**src/rtl/sha256_pkg.sv**
```systemverilog
// sha256_pkg: shared state encoding, block geometry and counter widths for the SHA-256 controller.
package sha256_pkg;
    localparam int BLOCK_BYTES  = 64;
    localparam int ROUNDS       = 64;
    localparam int DIGEST_BYTES = 32;
    localparam int BYTE_CNT_W   = $clog2(BLOCK_BYTES);
    localparam int ROUND_CNT_W  = $clog2(ROUNDS);
    localparam int OUT_CNT_W    = $clog2(DIGEST_BYTES);
    typedef enum logic [2:0] {LOAD, INIT, ROUND, ADD, OUT} state_t;
endpackage

```
**src/rtl/sha256_byte_packer.sv**
```systemverilog
// sha256_byte_packer: packs accepted message bytes big-endian into 32-bit words for the W schedule.
module sha256_byte_packer
    import sha256_pkg::*;
(
    input  logic        clk,
    input  logic        rst,
    input  logic        accept,
    input  logic [7:0]  data,
    input  logic        word_end,
    output logic [31:0] w_word,
    output logic        w_load
);
    logic [23:0] shift;
    always_ff @(posedge clk or posedge rst)
        if (rst) begin
            shift  <= '0;
            w_word <= '0;
            w_load <= 1'b0;
        end else begin
            w_load <= accept & word_end;
            if (accept) shift <= {shift[15:0], data};
            if (accept & word_end) w_word <= {shift, data};
        end
endmodule

```
**src/rtl/sha256_ctrl.sv**
```systemverilog
// sha256_ctrl: sequences byte load, a..h init, 64 rounds and H accumulate on the SHA-256 datapath,
// then serializes the digest after the final block.
module sha256_ctrl
    import sha256_pkg::*;
(
    input  logic                   clk,
    input  logic                   rst,
    input  logic                   in_valid,
    input  logic [7:0]             in_data,
    input  logic                   in_init,
    input  logic                   in_last,
    output logic                   in_ready,
    output logic                   out_valid,
    output logic [7:0]             out_data,
    input  logic                   out_ready,
    output logic                   busy,
    output logic                   dp_h_iv,
    output logic                   dp_w_load,
    output logic [31:0]            dp_w_word,
    output logic                   dp_init_ab,
    output logic                   dp_round_en,
    output logic [ROUND_CNT_W-1:0] dp_round,
    output logic                   dp_h_add,
    input  logic [255:0]           dp_digest
);
    state_t                 state;
    logic [BYTE_CNT_W-1:0]  byte_cnt;
    logic [ROUND_CNT_W-1:0] round_cnt;
    logic [OUT_CNT_W-1:0]   out_cnt;
    logic                   last_q;
    logic                   accept;
    assign accept   = in_valid & in_ready;
    assign dp_h_iv  = accept & in_init & (byte_cnt == '0) & ~rst;
    assign dp_round = round_cnt;
    // byte k of the digest starts at bit 255-8k, i.e. {~k, 3'b111}
    assign out_data = out_valid ? dp_digest[{~out_cnt, 3'b111} -: 8] : 8'h00;
    sha256_byte_packer u_packer (
        .clk      (clk),
        .rst      (rst),
        .accept   (accept),
        .data     (in_data),
        .word_end (byte_cnt[1:0] == 2'b11),
        .w_word   (dp_w_word),
        .w_load   (dp_w_load)
    );
    always_ff @(posedge clk or posedge rst)
        if (rst) begin
            state       <= LOAD;
            byte_cnt    <= '0;
            round_cnt   <= '0;
            out_cnt     <= '0;
            last_q      <= 1'b0;
            in_ready    <= 1'b1;
            out_valid   <= 1'b0;
            busy        <= 1'b0;
            dp_init_ab  <= 1'b0;
            dp_round_en <= 1'b0;
            dp_h_add    <= 1'b0;
        end else begin
            dp_init_ab <= 1'b0;
            dp_h_add   <= 1'b0;
            case (state)
                LOAD: if (accept) begin
                    busy <= 1'b1;
                    if (byte_cnt == BYTE_CNT_W'(BLOCK_BYTES - 1)) begin
                        state      <= INIT;
                        byte_cnt   <= '0;
                        last_q     <= in_last;
                        in_ready   <= 1'b0;
                        dp_init_ab <= 1'b1;
                    end else byte_cnt <= byte_cnt + 1'b1;
                end
                INIT: begin
                    state       <= ROUND;
                    round_cnt   <= '0;
                    dp_round_en <= 1'b1;
                end
                ROUND: if (round_cnt == ROUND_CNT_W'(ROUNDS - 1)) begin
                    state       <= ADD;
                    round_cnt   <= '0;
                    dp_round_en <= 1'b0;
                    dp_h_add    <= 1'b1;
                end else round_cnt <= round_cnt + 1'b1;
                ADD: begin
                    state     <= last_q ? OUT : LOAD;
                    out_valid <= last_q;
                    in_ready  <= ~last_q;
                    busy      <= last_q;
                end
                OUT: if (out_ready) begin
                    if (out_cnt == OUT_CNT_W'(DIGEST_BYTES - 1)) begin
                        state     <= LOAD;
                        out_cnt   <= '0;
                        out_valid <= 1'b0;
                        in_ready  <= 1'b1;
                        busy      <= 1'b0;
                        last_q    <= 1'b0;
                    end else out_cnt <= out_cnt + 1'b1;
                end
                default: state <= LOAD;
            endcase
        end
endmodule

```
**config.mk**
```make
export PLATFORM = sky130hd
export DESIGN_NAME = sha256_ctrl
export DESIGN_NICKNAME = d
export VERILOG_FILES = /design/src/rtl/sha256_pkg.sv /design/src/rtl/sha256_byte_packer.sv /design/src/rtl/sha256_ctrl.sv
export SDC_FILE = /design/constraint.sdc
export NUM_CORES = 1
export LEC_CHECK = 0
export CAP_MARGIN = 10
export CELL_PAD_IN_SITES_DETAIL_PLACEMENT = 1
export CELL_PAD_IN_SITES_GLOBAL_PLACEMENT = 1
export CORE_ASPECT_RATIO = 0.8
export CORE_MARGIN = 2
export CORE_UTILIZATION = 29
export DETAILED_ROUTE_END_ITERATION = 10
export PLACE_DENSITY = 0.85
export SYNTH_ARGS = -nofsm -noshare
export SYNTH_HDL_FRONTEND = slang
export SYNTH_SLANG_ARGS = --single-unit
```
**constraint.sdc**
```tcl
create_clock -name clk -period 2.9 [get_ports clk]
set_input_delay 0.435 -clock clk [delete_from_list [all_inputs] [get_ports clk]]
set_output_delay 0.435 -clock clk [all_outputs]
set_load 0.05 [all_outputs]
```
==> results.toml, run 1 <==
[floorplanning]
fp.dieH_um = 129
rows = 45
die_x_um = 160
core_sq_um = 19100
fp.dieArea_sq_um = 20700
pin_count = 324
start_util_pct = 29.7

[layout]
register_area_sq_um = 2110
layout_common_cells = "clkdlybuf4s50_1, dfrtp_1, mux2_2"
area_growth_pct = 68.9
finalNetCount = 1044
multiInputGateArea_sq_um = 3340
final_common_cell = "clkdlybuf4s50_1"
drive_above_1_share_pct = 22.4
fill_cells = 2001
finalCoreUtilization_pct = 50.2

[synthesis]
seq_area_frac_synth_pct = 37.1
syn_area_sq_um = 5670
async_flop_share_pct = 100
synth_area_leaders = "dfrtp_1, mux4_2, mux2_2"
synth.avg_cell_area_sq_um = 12.4
ys_seq_elements = 84
yosysWarnings = 0
synth.largest_area_cell = "dfrtp_1"
yosysTopAreaCellShare_pct = 36.6
synth_cell_type_count = 51
synth_edf_count = 0
synth_nets = 732
synthFlopType = "dfrtp_1"
syn_inst = 457

[clock_network]
path_clk_slew_ns = 0.06
htreeDepth = 3
worstSkewPairLatency_ns = 0.33
clk_path_buf_depth = 2
cts_buffers = 9
clock-sinks = 84
cts_tree = "yes"
clockRootBuffer = "clkbuf_16"

[global_route]
grt_max_degree = 62
track_usage_pct = 24.5
grt_pass1_wl_um = 37900
overflow = 0
grt_antenna_before_repair = 4
grt_pass1_vias = 6103

[power_and_ir_drop]
leakage_nw = 3.65
power_mw = 8.45
pwr_density_cell_nw_per_um2 = 882
ir_drop_v = 0.000384

[setup_path]
arrival_ns = 2.39
startpoint_type = "flop"
worstPathRequired_ns = 2.47
endpoint_kind = "output pin"
critPathKind = "reg -> out"
critPathMaxFanout = 38

[place]
place_ws_ns = 0.273
port_buffers = 323
finalWeightedCongestion = 0.846
dpl.hpwl_um = 20900

[timing]
slew_headroom_pct = 54.7
hold_viol = 0
clock-skew-final_ns = 0.00666
timing.final.ws_setup_ns = 0.0746
rsz0062_at_grt = "yes"
tightest_slew_ns = 0.680
fmaxAchievable_ghz = 0.354
setup_violations = 0
slew_viol_final = 0
fin_crit_sh_pct = 97.4
setup_tns_ns = 0
period_needed_ns = 2.83

[route]
routed_wirelength_um = 25300
routed_via_density = 5.26
num_vias = 5445
ant_nets = 0
post_drt_wl_per_cell_um = 24.5
firstDrtPassIters = 4
drc_errors = 0
drtIter0Drc = 324

[min_path]
min_path_type = "in -> async"

[run]
cap_violations = 0

[outcome]
status = "complete, no violations"
-- cells by family after synthesis --
| kind of cell | Yosys count | synth area share, % |
|---|---|---|
| mux | 138 | 38.2 |
| simple gates | 96 | 8.78 |
| flops | 84 | 37.1 |
| compound gates | 82 | 9.57 |
| buf+inv | 49 | 4.78 |
| fa+ha+maj | 5 | 1.10 |
| xor+xnor | 3 | 0.463 |
-- report_power, final --
part | total (mW) | leakage (nW) | switching, mW | internal (mW)
clock | 1.25 | 0.155 | 0.469 | 0.778
combinational | 5.01 | 2.46 | 2.53 | 2.48
sequential | 2.19 | 1.03 | 0.516 | 1.68
-- cells in the mapped netlist (9+ instances only) --
cell type and instances:
nor2_1 18, or3_1 9, inv_1 9, a21oi_1 14
mux2_2 60, dfrtp_1 83, o21ai_0 20, o22a_1 14
nand2_1 24, clkbuf_1 20, mux4_2 57, nand3_1 9
o22ai_1 9, mux2i_1 21
-- layer usage --
metal | share of wire (%) | routed length (um) | global-route usage, %
met5 | 0 | 0 | 0
met4 | 1.9 | 488 | 7.05
met3 | 4.3 | 1090 | 4.35
met2 | 53 | 13500 | 44.7
met1 | 40 | 10200 | 29.9
-- worst max-delay path, cell delays in order (launching register included) --
cell,delay (ns)
dfrtp_4,0.60
buf_12,0.28
mux4_2,0.38
or3_1,0.35
nand4_1,0.14
nor2_1,0.07
buf_4,0.19
-- sequential cells by signal (all words and copies together), names as in the netlist, 3 cells and up --
signal,flops
state,3
dp_round,6
u_packer.shift,24
out_cnt,5
u_packer.w_word,32
byte_cnt,6
-- repair_timing --
action / in CTS / in global routing
setup endpoints to repair: 7 / 3
hold buffers: 0 / 0
buffers inserted: 1 / 0
cloned: 0 / 0
resized for setup: 2 / 6
pin swaps: 0 / 0
hold endpoints to repair: 0 / 0
-- final cells by class --
class / count / area share (%)
Inverter: 10 / 0.405
Antenna cell: 4 / 0.104
Clock inverter: 5 / 0.888
Multi-Input combinational cell: 324 / 34.9
Sequential cell: 84 / 22.0
Tap cell: 258 / 3.37
Timing Repair Buffer: 340 / 35.8
Clock buffer: 10 / 2.49
-- worst paths after layout --
check	startpoint	endpoint	slack [ns]	cells after the start
max reg2reg	out_cnt[2]$_DFFE_PP0P_	busy$_DFFE_PP0P_	0.44	8
min	rst	u_packer.w_word[31]$_DFFE_PP0P_	0.44	2
max	out_cnt[2]$_DFFE_PP0P_	out_data[3]	0.07	6
min reg2reg	u_packer.shift[22]$_DFFE_PP0P_	u_packer.shift[22]$_DFFE_PP0P_	0.50	1
max in group asynchronous	rst	in_ready$_DFFE_PP1P_	1.75	3
min in group clk	u_packer.shift[22]$_DFFE_PP0P_	u_packer.shift[22]$_DFFE_PP0P_	0.50	1
-- metrics by stage --
step                      hold WS (ns)  instances  instance area [sq um]
after floorplan                  0.464        457                   5680
after global placement           0.485       1015                   9180
after detailed placement         0.492       1015                   9180
after CTS                        0.443       1031                   9530
after global routing             0.453       1035                   9580
final                            0.438       1035                   9580
Note: power is estimated with default switching activity, not from simulation.
==> inputs of run 2 (changes only) <==
--- a/config.mk
+++ b/config.mk
@@ -5,6 +5,7 @@
 export SDC_FILE = /design/constraint.sdc
 export NUM_CORES = 1
 export LEC_CHECK = 0
+export ABC_CLOCK_PERIOD_IN_PS = 2900
 export CAP_MARGIN = 10
 export CELL_PAD_IN_SITES_DETAIL_PLACEMENT = 1
 export CELL_PAD_IN_SITES_GLOBAL_PLACEMENT = 1
==> results of run 2 <==
Final layout, timing and power as in run 1 (identical DEF).
